$ cat src/rtl/temporal_encoder.sv
// Binary-to-temporal encoder: latches a NUM_CH value vector and replays each value as a spike time
// inside one gamma cycle. Define TEMPORAL_ENC_PULSE_EN for fixed-width pulses instead of held edges.
//
// state | meaning
// IDLE  | waiting for a vector, in_ready=1
// RUN   | gamma cycle in progress, k=0..G-1, in_ready=0
// CLR   | one-cycle reset gap with all spikes low, in_ready=1
module temporal_encoder #(
  parameter int GAMMA_CYCLE_WIDTH = 16,
  parameter int PULSE_WIDTH       = 8,
  parameter int NUM_CH            = 4,
  localparam int VAL_W            = $clog2(GAMMA_CYCLE_WIDTH) + 1
) (
  input  logic                    clk,
  input  logic                    rst_n,
  input  logic                    in_valid,
  output logic                    in_ready,
  input  logic [NUM_CH*VAL_W-1:0] in_val,
  input  logic [NUM_CH-1:0]       in_null,
  output logic [NUM_CH-1:0]       spike,
  output logic                    gamma_start,
  output logic                    gamma_last,
  output logic                    busy
);

  localparam int CW = $clog2(GAMMA_CYCLE_WIDTH);
  localparam logic [VAL_W-1:0] G_VAL  = VAL_W'(GAMMA_CYCLE_WIDTH);
  localparam logic [CW-1:0]    K_LAST = CW'(GAMMA_CYCLE_WIDTH - 1);

  if (GAMMA_CYCLE_WIDTH < 2 || PULSE_WIDTH < 1 || PULSE_WIDTH > GAMMA_CYCLE_WIDTH) begin : g_bad_param
    $error("temporal_encoder: illegal GAMMA_CYCLE_WIDTH / PULSE_WIDTH combination");
  end

  typedef enum logic [1:0] {IDLE, RUN, CLR} state_t;

  state_t                 state, state_d;
  logic [CW-1:0]          k, k_d;
  logic [NUM_CH*CW-1:0]   val_q, val_d;
  logic [NUM_CH-1:0]      inf_q, inf_d;
  logic                   load;
  logic [NUM_CH-1:0]      spike_d;
  logic                   gamma_start_d, gamma_last_d;

  always_comb begin
    state_d = state;
    k_d     = k;
    load    = 1'b0;
    case (state)
      IDLE: begin
        if (in_valid) begin
          load    = 1'b1;
          state_d = RUN;
          k_d     = '0;
        end
      end
      RUN: begin
        if (k == K_LAST) begin
          state_d = CLR;
          k_d     = '0;
        end else begin
          k_d = k + 1'b1;
        end
      end
      CLR: begin
        if (in_valid) begin
          load    = 1'b1;
          state_d = RUN;
          k_d     = '0;
        end else begin
          state_d = IDLE;
        end
      end
      default: state_d = IDLE;
    endcase
  end

  // Out-of-range values are folded into the infinity flag at capture time.
  always_comb begin
    val_d = val_q;
    inf_d = inf_q;
    if (load) begin
      for (int i = 0; i < NUM_CH; i++) begin
        val_d[i*CW +: CW] = in_val[i*VAL_W +: CW];
        inf_d[i]          = in_null[i] | (in_val[i*VAL_W +: VAL_W] >= G_VAL);
      end
    end
  end

  // Outputs are registered, so they are decoded from next-state values.
  always_comb begin
    spike_d = '0;
    for (int i = 0; i < NUM_CH; i++) begin
      if (state_d == RUN && !inf_d[i]) begin
`ifdef TEMPORAL_ENC_PULSE_EN
        spike_d[i] = (k_d >= val_d[i*CW +: CW]) &&
                     (32'(k_d) <= 32'(val_d[i*CW +: CW]) + 32'(PULSE_WIDTH - 1));
`else
        spike_d[i] = (k_d >= val_d[i*CW +: CW]);
`endif
      end
    end
    gamma_start_d = (state_d == RUN) && (k_d == '0);
    gamma_last_d  = (state_d == RUN) && (k_d == K_LAST);
  end

  always_ff @(posedge clk or negedge rst_n) begin
    if (!rst_n) begin
      state       <= IDLE;
      k           <= '0;
      val_q       <= '0;
      inf_q       <= '0;
      spike       <= '0;
      gamma_start <= 1'b0;
      gamma_last  <= 1'b0;
    end else begin
      state       <= state_d;
      k           <= k_d;
      val_q       <= val_d;
      inf_q       <= inf_d;
      spike       <= spike_d;
      gamma_start <= gamma_start_d;
      gamma_last  <= gamma_last_d;
    end
  end

  assign in_ready = (state != RUN);
  assign busy     = (state != IDLE);

endmodule

$ cat config.mk
export PLATFORM = sky130hd
export DESIGN_NAME = temporal_encoder
export DESIGN_NICKNAME = d
export VERILOG_FILES = /design/src/rtl/temporal_encoder.sv
export SDC_FILE = /design/constraint.sdc
export NUM_CORES = 1
export LEC_CHECK = 0
export ABC_AREA = 1
export CAP_MARGIN = 30
export CORE_MARGIN = 3
export CORE_UTILIZATION = 35
export CTS_CLUSTER_SIZE = 40
export DETAILED_ROUTE_END_ITERATION = 12
export GPL_TIMING_DRIVEN = 0
export PLACE_DENSITY_LB_ADDON = 0.3
export SYNTH_ARGS = -nofsm -noshare
export SYNTH_HDL_FRONTEND = slang
export SYNTH_SLANG_ARGS = --single-unit
$ cat constraint.sdc
create_clock -name clk -period 1.8 [get_ports clk]
set_input_delay 0.45 -clock clk [delete_from_list [all_inputs] [get_ports clk]]
set_output_delay 0.45 -clock clk [all_outputs]
set_load 0.005 [all_outputs]
Word level (Yosys, flattened, before mapping)
Index checks and enable logic that the tools add are counted.

word-level totals
  bits in registers = 32
  latch bits = 0
  memory bits (writable) = 0
  memory bits (read-only) = 0
  bits of input ports = 27
  output and inout bits = 8
  logic and storage cells = 55
  memories = 0

operators by class
  div/mod/pow operators = 0
  shift operators = 0
  muxes and demuxes = 15
  equal/unequal tests = 6
  $mul = 0
  reduce and logical (&&, ||, !) cells = 14
  magnitude comparators = 8
  bitwise operators = 4
  $add $sub $neg = 1

operators by type and width
  cell                   count
  $ge A5 B5 Y1 const B   4
  $ge A4 B4 Y1           4
  $mux W16               1
  $mux W4                3
  $eq A4 B4 Y1 const B   2
  $pmux W4 S2            1
  $mux W1                7
  $logic_and A1 B1 Y1    6
  $pmux W2 S3            1
  $add A4 B1 Y4 const B  1
  $eq A2 B1 Y1 const B   2
  $logic_not A1 Y1       4
  $logic_not A4 Y1       1
  $mux W2                2
  $or A1 B1 Y1           4
  $eq A2 B2 Y1 const B   1
  $logic_not A2 Y1       1
  $ne A2 B1 Y1 const B   1
  $reduce_bool A2 Y1     1
  $reduce_or A2 Y1       1

Depth between registers and ports, before layout
Gate-level depths: netlist of the first run.

  depth after elaboration = 7
  mapped depth = 11
  gate-level depth less buffers = 10

Worst setup path after synthesis of the first run
No wires, ideal clock.

  path type = register to register
  from = register k[0]
  to = register spike[0]
  data arrival time = 1656 ps
  slack = 25 ps
  setup time = 119 ps
  path buffers = 0
  period minus slack after synthesis = 1775 ps
  cell stages (with the launch flop) = 11
  required time = 1681 ps
  cell sequence = dfrtp_1 ha_1 nand3_1 nand2_1 inv_2 nand3_2 nand2_2 ha_1 a21oi_1 o21a_1 a21oi_2

between the ends
  elaborated cells between the ends (all ways) = 11
  those cells by class = add/sub (1); order compare (1); eq/ne (2); mux (6); reduce/logical (1)

RTL lines
  item                                           RTL line  source
  start, declared                                37        logic [CW-1:0] k, k_d;
  start signal, assigned                         117       k <= k_d;
  $add A4 B1 Y4 or $eq A4 B4 Y1 (tied branches)  61, 57
  $mux W4 (*)                                    57        if (k == K_LAST) begin
  $pmux W4 S2 (*)                                48        case (state)
  named net k_d[3]                               37
  $ge A4 B4 Y1 (*)                               98        spike_d[i] = (k_d >= val_d[i*CW +: CW]);
  $mux W1 (*)                                    93        if (state_d == RUN && !inf_d[i]) begin
  named net spike_d[0]                           41        logic [NUM_CH-1:0] spike_d;
  end signal, assigned                           120       spike <= spike_d;
  end, declared                                  20        output logic [NUM_CH-1:0] spike,

The timed path passes the listed nets; every way through them passes the cells marked *.

Final worst setup path of the first run
  from = register state[0]
  to = register spike[1]

between the ends
  elaborated cells between the ends (all ways) = 16
  those cells by class = order compare (1); eq/ne (3); mux (8); reduce/logical (4)

RTL lines
  item                                              RTL line  source
  start, declared                                   36        state_t state, state_d;
  start signal, assigned                            116       state <= state_d;
  $eq A2 B2 Y1 or $logic_not A2 Y1 (tied branches)  48
  $reduce_or A2 Y1 (no line)                        --
  $pmux W4 S2 (*)                                   48
  named net k_d[1]                                  37
  $ge A4 B4 Y1 (*)                                  98
  $mux W1 (*)                                       93
  named net spike_d[1]                              41

Marks and branches as above.

==> results of run 1 <==
per-layer routing:
metal	share of wire, %	vias up
met2	52	29
met3	3.6	5
met1	43	699
met4	1.4	0
met5	0	-
li1	-	745
cells in the final DEF (no fill, tap or decap), types with 5 or more instances in the layout:
cell type / count
buf_4: 12
nand2_1: 33
ha_4: 10
inv_2: 11
nor2_1: 8
nand4_1: 5
dfrtp_1: 31
inv_1: 16
nand2_2: 6
a21oi_2: 8
or2_1: 7
o21ai_2: 13
clkdlybuf4s50_1: 31
clkbuf_8: 6
power breakdown:
part | total, uW | internal, uW | leakage [uW] | switching [uW]
Combinational | 3660 | 1750 | 0.000751 | 1910
Clock | 571 | 312 | 0.0000455 | 259
Sequential | 1170 | 1030 | 0.000376 | 142
Total | 5410 | 3090 | 0.00117 | 2310
through the flow:
step / setup slack, ns / util [%] / instances / hold slack (ns)
2_1_floorplan: 0.0254 / - / 196 / 0.154
3_3_place_gp: -0.498 / 46.0 / 297 / 0.463
3_5_place_dp: -0.532 / 45.9 / 297 / 0.470
4_1_cts: 0.00338 / 51.7 / 312 / 0.242
5_1_grt: -0.0519 / 55.6 / 318 / 0.272
6_report: 0.0491 / 55.6 / 318 / 0.222
layout make-up:
class / count / area, um^2
Clock buffer: 8 / 90.1
Timing Repair Buffer: 47 / 438
Tap cell: 67 / 83.8
Inverter: 30 / 120
Fill cell: 431 / 2170
Multi-Input combinational cell: 130 / 1120
Sequential cell: 32 / 802
Buffer: 4 / 62.6
state kept, by name, summed over array words and instances (netlist names):
| signal | flops |
|---|---|
| val_q | 16 |
| k | 4 |
| spike | 4 |
| inf_q | 4 |
| gamma_last | 1 |
| gamma_start | 1 |
| state | 2 |
how the worst max path moves through the flow:
stage,from,to,slack (ns),cells past startpoint
after floorplan,k[0],spike[0],0.03,10
after global placement,in_valid,spike[2],-0.50,9
after detailed placement,in_valid,spike[2],-0.53,9
after CTS,state[0],busy,0.003,3
after global routing,state[0],spike[3],-0.05,10
final,state[0],spike[1],0.05,8
logic make-up after synthesis:
family / after synthesis
AO/OA/AOI/OAI: 34
buffers and inverters: 34
flip-flops: 32
adder cells (fa/ha/maj): 17
AND/OR/NAND/NOR: 79
worst max-delay path, cell delays in order (launching register included):
cell and delay (ns):
dfrtp_1 0.39, buf_4 0.15, buf_4 0.14, nand3_2 0.09
nand3_4 0.17, ha_1 0.36, a21oi_1 0.16, o21a_1 0.14
a21oi_2 0.05
timing repair:
action / CTS / global route
setup buffers: 7 / 6
hold buffers: 0 / 0
endpoints found under the setup margin: 5 / 6
gates resized for setup: 22 / 27
pin swaps: 4 / 8
==> flow_summary.yaml, run 1 <==
status:
  status: "complete, no violations"
timing:
  rsz0062_at_grt: "yes"
  clock-skew-final_ns: 0.00652
  tightest_slew_ns: 0.716
  relSlewSlack_pct: 52.3
  maxSlewViolCount: 0
  final.setup.tns_ns: 0
  hold_violations: 0
  setup_viol: 0
  timing.final.crit_share_pct: 97.3
  final.min_clock_period_ns: 1.75
  max_clock_freq_ghz: 0.571
clock_tree:
  root_buffer: "clkbuf_8"
  clock_latency_ns: 0.28
  clockBufferDepth: 2
  cts_tree: "yes"
  cts_max_level: 2
  clkTransAtPathRegs_ns: 0.07
  clock-sinks: 32
  cts_buffers: 5
floorplanning:
  die_h_um: 78.1
  die-area_um2: 6110
  chipWidth_um: 78.1
  num_rows: 25
  start_util_pct: 37.3
  core_area_um2: 4880
  io_pins: 35
synth:
  synth_fa_ha_area_share_pct: 11.7
  synth_top_family_by_area: "simple AND/OR/NAND/NOR gates"
  yosys.area_share.simple_pct: 21.1
  synth_edf_count: 0
  ys_async_sr_fraction_pct: 100
  yosysTopAreaCellShare_pct: 44.0
  synth_xor_area_share_pct: 0
  syn_inst: 196
  synth_cell_types: 23
  synth_top_area_cell: "dfrtp_1"
  synth_compound_area_share_pct: 14.2
  synth_area_leaders: "dfrtp_1 44%, ha_1 12%, o21ai_2 8.2%"
  ys_warn_count: 0
  ys_seq_area_share_pct: 44.0
  synth_common_cells: "36 x nand2_1, 32 x dfrtp_1, 17 x ha_1, 17 x inv_1, 17 x o21ai_2"
  avgSynthCellArea_um2: 9.29
  synthesis.nets: 240
  muxShareOfSynthArea_pct: 0
  ys_dominant_reg_cell: "dfrtp_1"
  netlist_area_um2: 1820
  synth-seq-cells: 32
  synth.most_common_cell: "nand2_1"
route:
  wire_per_inst_um: 13.3
  drc: 0
  vias: 1478
  drt_iter0_markers: 92
  routed_via_density: 4.65
  postRouteAntennaNets: 0
  firstDrtPassIters: 4
  wirelength_um: 4230
setup_path:
  reg2reg_from: "state[0]"
  r2r_end: "spike[1]"
  reg2reg_slack_ns: 0.05
  cp-end-kind: "flip-flop"
  crit_required_ns: 1.97
  cp.arrival_ns: 1.92
  cp_max_fo: 7
  crit_path_start_kind: "flip-flop"
  crit_type: "reg -> reg"
  r2r_cells: 8
global_routing:
  grt_use_met1_pct: 17.2
  grt_max_degree: 33
  grt_pass1_vias: 1453
  met3_usage_pct: 3.78
  grt_pass1_wl_um: 6820
  met2_usage_pct: 24.9
  grt_busiest_layer: "met2"
  antenna_found_initial: 0
  grt_usage_pct: 14.5
  grt-ovfl-total: 0
finish:
  antenna_cells: 0
  area_growth_pct: 49.0
  finalNetCount: 294
  drive_above_1_share_pct: 39.8
  final_cell_area_um2: 2710
power:
  p_total_uw: 5410
  peakVddDrop_mv: 0.679
  p_leak_uw: 0.00117
  power_density_nw_per_um2: 1990
place:
  portBuffers: 34
  place_area_um2: 2240
  gp_congestion: 0.755
  dp_hpwl_um: 2650
job:
  drv_cap: 0
hold_path:
  hp-class: "in -> async"
Note: power is estimated with default switching activity, not from simulation.
==> run 2: changes to the inputs <==
CORE_UTILIZATION = 50   (was 35)
DONT_BUFFER_PORTS = 1   (was default)
==> flow_summary.yaml, run 2 (synthesis results as in run 1) <==
status:
  status: "complete, no violations"
finish:
  final.fill_count: 244
  final_common_cell: "nand2_1"
  largest_reg_flops: 16
  antenna_cells: 0
  largest-register: "val_q"
  layout_common_cells: "34 x nand2_1, 31 x dfrtp_1, 15 x inv_1, 13 x o21ai_2"
  drive_above_1_share_pct: 47.0
  area_growth_pct: 30.3
  post-route-util_pct: 69.5
  final_cell_area_um2: 2370
  stdcell_count: 263
  finalNetCount: 260
route:
  firstDrtPassIters: 4
  postRouteAntennaNets: 0
  vias: 1397
  drt_iter0_markers: 50
  wire_per_inst_um: 17.3
  routed_via_density: 5.31
  wirelength_um: 4560
  drc: 0
setup_path:
  cp_max_fo: 7
  r2r_end: "spike[1]"
  crit_path_start_kind: "flip-flop"
  crit_start: "state[0]"
  cp.arrival_ns: 2.06
  reg2reg_from: "state[0]"
  r2r_cells: 8
  crit_required_ns: 2.08
  crit_type: "reg -> reg"
  reg2reg_slack_ns: 0.02
  cp-end-kind: "flip-flop"
power:
  combPwrFrac_pct: 68.9
  internal-power_uw: 3080
  power_density_nw_per_um2: 2360
  p_leak_uw: 0.00103
  p_sw_uw: 2520
  swShare_pct: 44.9
  pwr-share-seq_pct: 21.2
  peakVddDrop_mv: 1.17
  clkPwrFrac_pct: 9.8
clock_tree:
  root_buffer: "clkbuf_4"
  clock_latency_ns: 0.34
  cts_max_level: 2
  clkTransAtPathRegs_ns: 0.11
  clockBufferDepth: 2
  clock-sinks: 32
  cts_tree: "yes"
  cts_buffers: 5
place:
  gp_congestion: 0.841
  dp.cells: 242
  place_area_um2: 1880
  portBuffers: 0
  dp_hpwl_um: 2730
timing:
  rsz0062_at_grt: "yes"
  maxSlewViolCount: 0
  timing.final.crit_share_pct: 99.0
  setup_viol: 0
  final.min_clock_period_ns: 1.78
  final.setup.tns_ns: 0
  max_clock_freq_ghz: 0.561
  clock-skew-final_ns: 0.00646
  relSlewSlack_pct: 82.0
  hold_violations: 0
  tightest_slew_ns: 0.270
floorplanning:
  num_rows: 21
  io_pins: 35
  die-area_um2: 4400
  core_area_um2: 3420
  start_util_pct: 53.3
  chipWidth_um: 66.4
  die_h_um: 66.4
hold_path:
  hp-class: "in -> reg"
  whs_path_depth: 2
  hold_end: "val_q[10]"
  hold_path_startpoint: "in_val[12]"
global_routing:
  grt_pass1_wl_um: 6510
  grt-ovfl-total: 0
  grt_max_degree: 33
  grt_pass1_vias: 1460
  antenna_found_initial: 0
  grt_usage_pct: 20.2
job:
  drv_cap: 0
[run 2: worst max path at each step]
stage | cells after the start | slack (ns) | endpoint
2_1_floorplan | 10 | 0.03 | spike[0]
3_3_place_gp | 7 | -0.19 | spike[2]
3_5_place_dp | 7 | -0.25 | spike[0]
4_1_cts | 10 | -0.05 | spike[0]
5_1_grt | 11 | -0.08 | spike[3]
6_report | 8 | 0.02 | spike[1]
[run 2: routing by layer]
metal / vias up / routed length [um] / GRT usage [%]
li1: 676 / - / -
met1: 675 / 1870 / 22.9
met2: 37 / 2370 / 33.3
met3: 9 / 230 / 7.82
met4: 0 / 83 / 9.39
met5: - / 0 / 0
[run 2: timing repair]
item,in CTS,in global routing
pin swaps,1,16
setup buffers,3,8
endpoints found under the hold margin,32,0
gates resized for setup,10,41
setup endpoints to repair,4,4
hold buffers,2,0
[run 2: area by class of cell]
class	count	area, um^2	share of cell area, %
clock buffers	5	37.5	1.58
inverters	30	120	5.06
well taps	46	57.6	2.42
repair buffers	13	120	5.06
plain buffers	4	53.8	2.27
multi-input cells	130	1140	48.0
clock inverters	3	42.5	1.79
flip-flops and latches	32	802	33.8
[run 2: worst max-delay path, cell delays in order, from the launching register on]
cell and delay [ns]:
dfrtp_1 0.41, buf_4 0.15, buf_4 0.14, nand3_2 0.09, nand3_4 0.20, ha_4 0.35, a21oi_2 0.05, o21a_1 0.20
a21oi_2 0.13
[run 2: power groups by stage]
| stage | Clock (uW) | Combinational (uW) | Sequential (uW) |
|---|---|---|---|
| global route | 596 | 4230 | 1220 |
| detailed placement | 0 | 2420 | 1200 |
| CTS | 560 | 2670 | 1170 |
| floorplan | 0 | 1940 | 1160 |
| finish | 552 | 3860 | 1190 |
| global placement | 0 | 2260 | 1190 |
[run 2: metrics by stage]
step	worst slack (ns)	power, uW	hold WS [ns]
after floorplan	0.0254	3100	0.154
after global placement	-0.189	3450	0.155
after detailed placement	-0.252	3620	0.155
after CTS	-0.0488	4400	0.215
after global routing	-0.0794	6040	0.202
final	0.0172	5600	0.232
==> run 3: changes to the inputs <==
CORE_MARGIN = 2   (was 3)
==> flow_summary.yaml, run 3 (synthesis results as in run 1) <==
status:
  status: "finished, violations left"
  failed_checks: "setup timing"
floorplanning:
  start_util_pct: 53.3
  io_pins: 35
  num_rows: 21
  die_h_um: 64.4
  die-area_um2: 4140
  chipWidth_um: 64.4
  core_area_um2: 3420
power:
  internal-power_uw: 2990
  swShare_pct: 45.1
  combPwrFrac_pct: 70.2
  power_density_nw_per_um2: 2300
  p_sw_uw: 2460
  clkPwrFrac_pct: 8.0
  pwr-share-seq_pct: 21.8
  peakVddDrop_mv: 1.11
  p_leak_uw: 0.00103
  p_total_uw: 5450
setup_path:
  reg2reg_from: "state[0]"
  slowest_delay_ns: 0.43
  cp_top_family: "flip-flops"
  cp_num_buf_inv: 3
  crit_path_start_kind: "flip-flop"
  path_cells: "inv_2 -> nand2_4 -> buf_12 -> nand3_2 -> nand2_2 -> nand2_2 -> inv_4 -> ha_4 -> nand2_1 -> o21a_1 -> a21oi_2"
  crit_start: "state[0]"
  cp_max_fo: 10
  crit_required_ns: 2.06
  crit_path_top_delay_cell: "dfrtp_1"
  cp_common_cell: "nand2_2"
  cp.arrival_ns: 2.08
  cp-end-kind: "flip-flop"
  crit_type: "reg -> reg"
timing:
  tightest_slew_ns: 0.248
  relSlewSlack_pct: 83.4
  final.min_clock_period_ns: 1.82
  timing.final.crit_share_pct: 101
  setup_ws_ns: -0.0212
  rsz0062_at_grt: "yes"
  setup_viol: 1
  maxSlewViolCount: 0
  hold_violations: 0
  max_clock_freq_ghz: 0.549
  clock-skew-final_ns: 0.00996
finish:
  area_growth_pct: 30.3
  layout_common_cells: "34 x nand2_1, 31 x dfrtp_1, 15 x inv_1, 13 x inv_2, 13 x o21ai_2"
  drive_above_1_share_pct: 48.2
  finalNetCount: 261
  largest-register: "val_q"
  post-route-util_pct: 69.5
  antenna_cells: 0
  final_common_cell: "nand2_1"
  largest_reg_flops: 16
  stdcell_count: 264
  final_cell_area_um2: 2370
global_routing:
  antenna_found_initial: 0
  grt-ovfl-total: 0
  grt_pass1_vias: 1405
  grt_usage_pct: 21.1
  grt_pass1_wl_um: 6600
  grt_max_degree: 33
place:
  dp_slack_ns: -0.233
  place_area_um2: 1880
  portBuffers: 0
  dp.cells: 242
  dp_hpwl_um: 2570
  gp_congestion: 0.896
route:
  wire_per_inst_um: 16.5
  drt_iter0_markers: 68
  postRouteAntennaNets: 0
  routed_via_density: 5.34
  firstDrtPassIters: 4
  wirelength_um: 4360
  drc: 0
  vias: 1409
clock_tree:
  clockBufferDepth: 2
  clock_latency_ns: 0.33
  cts_tree: "yes"
  root_buffer: "clkbuf_4"
  cts_buffers: 5
  cts_max_level: 2
  clkTransAtPathRegs_ns: 0.11
  clock-sinks: 32
hold_path:
  hp-class: "in -> reg"
  hold_path_startpoint: "in_val[16]"
job:
  drv_cap: 0
[run 3: cell count changes in the layout (fill, tap and decap cells not counted), sizes merged]
cell	previous run	this run
clkbuf	5	7
bufinv	1	0
clkinv	1	2
clkinvlp	1	0
[run 3: timing repair]
item | in CTS | in global routing
hold buffers | 2 | 0
gates cloned | 0 | 1
hold endpoints to repair | 32 | 0
pin swaps | 2 | 15
resized for setup | 15 | 33
setup buffers | 6 | 5
setup endpoints to repair | 4 | 4
[run 3: metrics by stage]
| step | hold slack (ns) | setup TNS [ns] |
|---|---|---|
| 2_1_floorplan | 0.154 | 0 |
| 3_3_place_gp | 0.155 | -0.705 |
| 3_5_place_dp | 0.156 | -0.867 |
| 4_1_cts | 0.225 | -0.0742 |
| 5_1_grt | 0.222 | -0.198 |
| 6_report | 0.246 | -0.0212 |
[run 3: power groups by stage]
stage                     logic, uW  clock network, uW  registers, uW
after floorplan                1940                  0           1160
after global placement         2270                  0           1190
after detailed placement       2420                  0           1200
after CTS                      2810                442           1160
after global routing           4200                477           1220
final                          3830                434           1190
[run 3: area by class of cell]
| class | count | area (um^2) |
|---|---|---|
| fill | 257 | 1040 |
| multi-input combinational | 130 | 1130 |
| clock buffer | 6 | 51.3 |
| tap | 46 | 57.6 |
| sequential | 32 | 802 |
| inverter | 30 | 120 |
| clock inverter | 2 | 10.0 |
| buffer | 4 | 61.3 |
| timing repair buffer | 14 | 138 |
[run 3: path summary, 6_finish.rpt]
kind,end,slack (ns),depth (start not counted)
min in group asynchronous,val_q[7],0.56,2
min reg2reg,inf_q[1],0.49,2
max,spike[0],-0.02,11
max reg2reg,spike[0],-0.02,11
max in group asynchronous,k[0],1.05,2
min,val_q[13],0.25,2
[run 3: per-layer routing]
layer  share of wire (%)  vias up  GRT usage (%)
met2                  52       33           35.4
met4                0.92        0           6.65
met1                  43      696           25.8
met5                   0        -              0
li1                    -      676              -
met3                 4.1        4           6.87
==> variant: new RTL, settings of run 2 <==
`GAMMA_CYCLE_WIDTH`: 16 -> 8.
--- a/src/rtl/temporal_encoder.sv
+++ b/src/rtl/temporal_encoder.sv
@@ -7,5 +7,5 @@
 // CLR   | one-cycle reset gap with all spikes low, in_ready=1
 module temporal_encoder #(
-  parameter int GAMMA_CYCLE_WIDTH = 16,
+  parameter int GAMMA_CYCLE_WIDTH = 8,
   parameter int PULSE_WIDTH       = 8,
   parameter int NUM_CH            = 4,
Ports: changed (resized in_val); port bits go from 35 to 31. No check against the original RTL was run, so the function may have changed too.
==> variant against run 2 <==
The flow now finishes with violations (negative setup slack). Hold slack gained 10 ps. Sequential cell count shrank 5. Sequential share of layout area grew 5.6 points. Sequential power shrank 19%. Wire length shrank 36%. Area after synthesis shrank 18%. Setup slack lost 140 ps. Global-route usage shrank 2.5 points. Count of clock-buffer cells in the layout shrank 2. Final cell count shrank 13%. Cell area shrank 28%. Total power shrank 41%. Clock skew grew 7.8 ps.
==> variant: results (changes against run 2) <==
outcome complete, but fails checks; failing checks negative setup slack; Setup-failing EPs final 4 (+4); first-pass GRT wire length 4.75 mm (-27%); final wirelength 2.92 mm (-36%); CP max FO 4 (-3); # rows 19 (-9.5%); TritonCTS Buffers 3 (-2); via density per instance 4.92 (-7.3%); static leakage 0.971 nW (-5.7%); worst min path class in2reg; Crit-path slowest cell dfrtp_1; NumNets Final 232 (-11%); global routing met2 resource utilization 0.302 (-0.0310); biggest regs val_q (12), inf_q (4), spike (4); Slew Limit Headroom 0.853 (+0.0329); max cap viols 0 (unchanged); Detailed Route Iter0 Violations 25 (-50%); met1 Track Usage GR 0.211 (-0.0178); HPWL Detailed 1.99 mm (-27%); top-area cell type share of the netlist area 0.453 (+0.0135); vias in the first global route 1116 (-24%); Clock transition at path regs 160 ps (+50 ps); wire per inst 12.8 µm (-26%); Synth cell types 21 (-8.7%); Ys Warns 0 (unchanged); top cells by count, synth nand2_1 (56), inv_1 (42), dfrtp_1 (27), ha_1 (10); Clock Skew 14.2 ps (+7.76 ps); Data arrival, critical path 2170 ps (+110 ps); top post-synthesis cells by area dfrtp_1 (45%), nand2_1 (14%), inv_1 (11%); Final GP Congestion 0.829 (-1.5%); n_diodes 0 (unchanged); Max IR drop VDD 0.856 mV (-27%); final worst setup slack -121 ps (-138 ps); CP peak stage delay 430 ps (+20 ps); GR met3 Demand/Resource 0.0340 (-0.0442); Fillers 236 (-3.3%); most numerous cell in the Yosys netlist nand2_1; Syn Inst Count 184 (-6.1%); H-Tree Depth 1 (-1); Post-synth ARST share 1.00 (unchanged); total track usage 0.177 (-0.0255); CTS Root Buffer Type clkbuf_4; pre-CTS WS -188 ps (+64.3 ps); worst skew pair latency 330 ps; sequential-to-total area share from yosys stat 0.453 (+0.0135); Setup TNS -449 ps (-449 ps); Routed Antenna Nets 0 (unchanged); layout cells sized above 1 0.237 (-0.233); pin count of the biggest net entering global routing 28 (-15%); placed insts 215 (-11%)
variant: where the power goes:
part           total, mW  switching [mW]  internal (mW)
clock              0.278           0.193         0.0850
sequential         0.959          0.0970          0.862
combinational       2.07            1.21          0.865
variant: metal layers:
layer	routed length [µm]	vias to the layer above
met5	0	-
met4	50	0
met3	109	7
met2	1480	23
met1	1280	523
li1	-	574
variant: timing repair:
item                                    CTS  global route
gates resized for setup                  13             2
pin swaps                                 6             5
setup buffers                             8             3
hold endpoints to repair                 27             0
hold buffers                              2             0
endpoints found under the setup margin    4             6
variant: kinds of logic (layout without fill, tap and decap cells):
family                     count (synthesis)  count (layout)  share of synthesized area
AOI/OAI and AO/OA                          8               8                     0.0369
adders and majority gates                 10              10                     0.0839
buffers and inverters                     47              61                      0.138
DFF                                       27              27                      0.453
and+or+nand+nor                           92              92                      0.289
variant: final timing paths:
path | from | to | slack [ps] | cells after the start
min in group asynchronous | rst_n | gamma_last | 530 | 2
setup / recovery | k[0] | spike[3] | -120 | 15
setup reg to reg | k[0] | spike[3] | -120 | 15
hold reg to reg | inf_q[3] | inf_q[3] | 500 | 2
max in group asynchronous | rst_n | val_q[6] | 1100 | 2
hold / removal | in_val[13] | val_q[10] | 240 | 2
variant: layout make-up:
cell class / instances / area [µm²] / share of cell area
Sequential cell: 27 / 676 / 0.394
Multi-Input combinational cell: 110 / 658 / 0.384
Inverter: 44 / 173 / 0.101
Timing Repair Buffer: 10 / 101 / 0.0591
Tap cell: 31 / 38.8 / 0.0226
Buffer: 3 / 37.5 / 0.0219
Clock buffer: 3 / 22.5 / 0.0131
Clock inverter: 1 / 7.51 / 0.00438
variant: metrics by stage:
stage          utilization  cell area (µm²)
2_1_floorplan            -             1500
3_3_place_gp         0.547             1540
3_5_place_dp         0.547             1540
4_1_cts              0.612             1720
5_1_grt              0.611             1710
6_report             0.611             1710
variant: worst max-delay path: cells and delay by family, from the launching register on:
family / cells / cell delay, ps
adders and majority gates: 3 / 630
and+or+nand+nor: 8 / 560
DFF: 1 / 430
buffers and inverters: 4 / 230
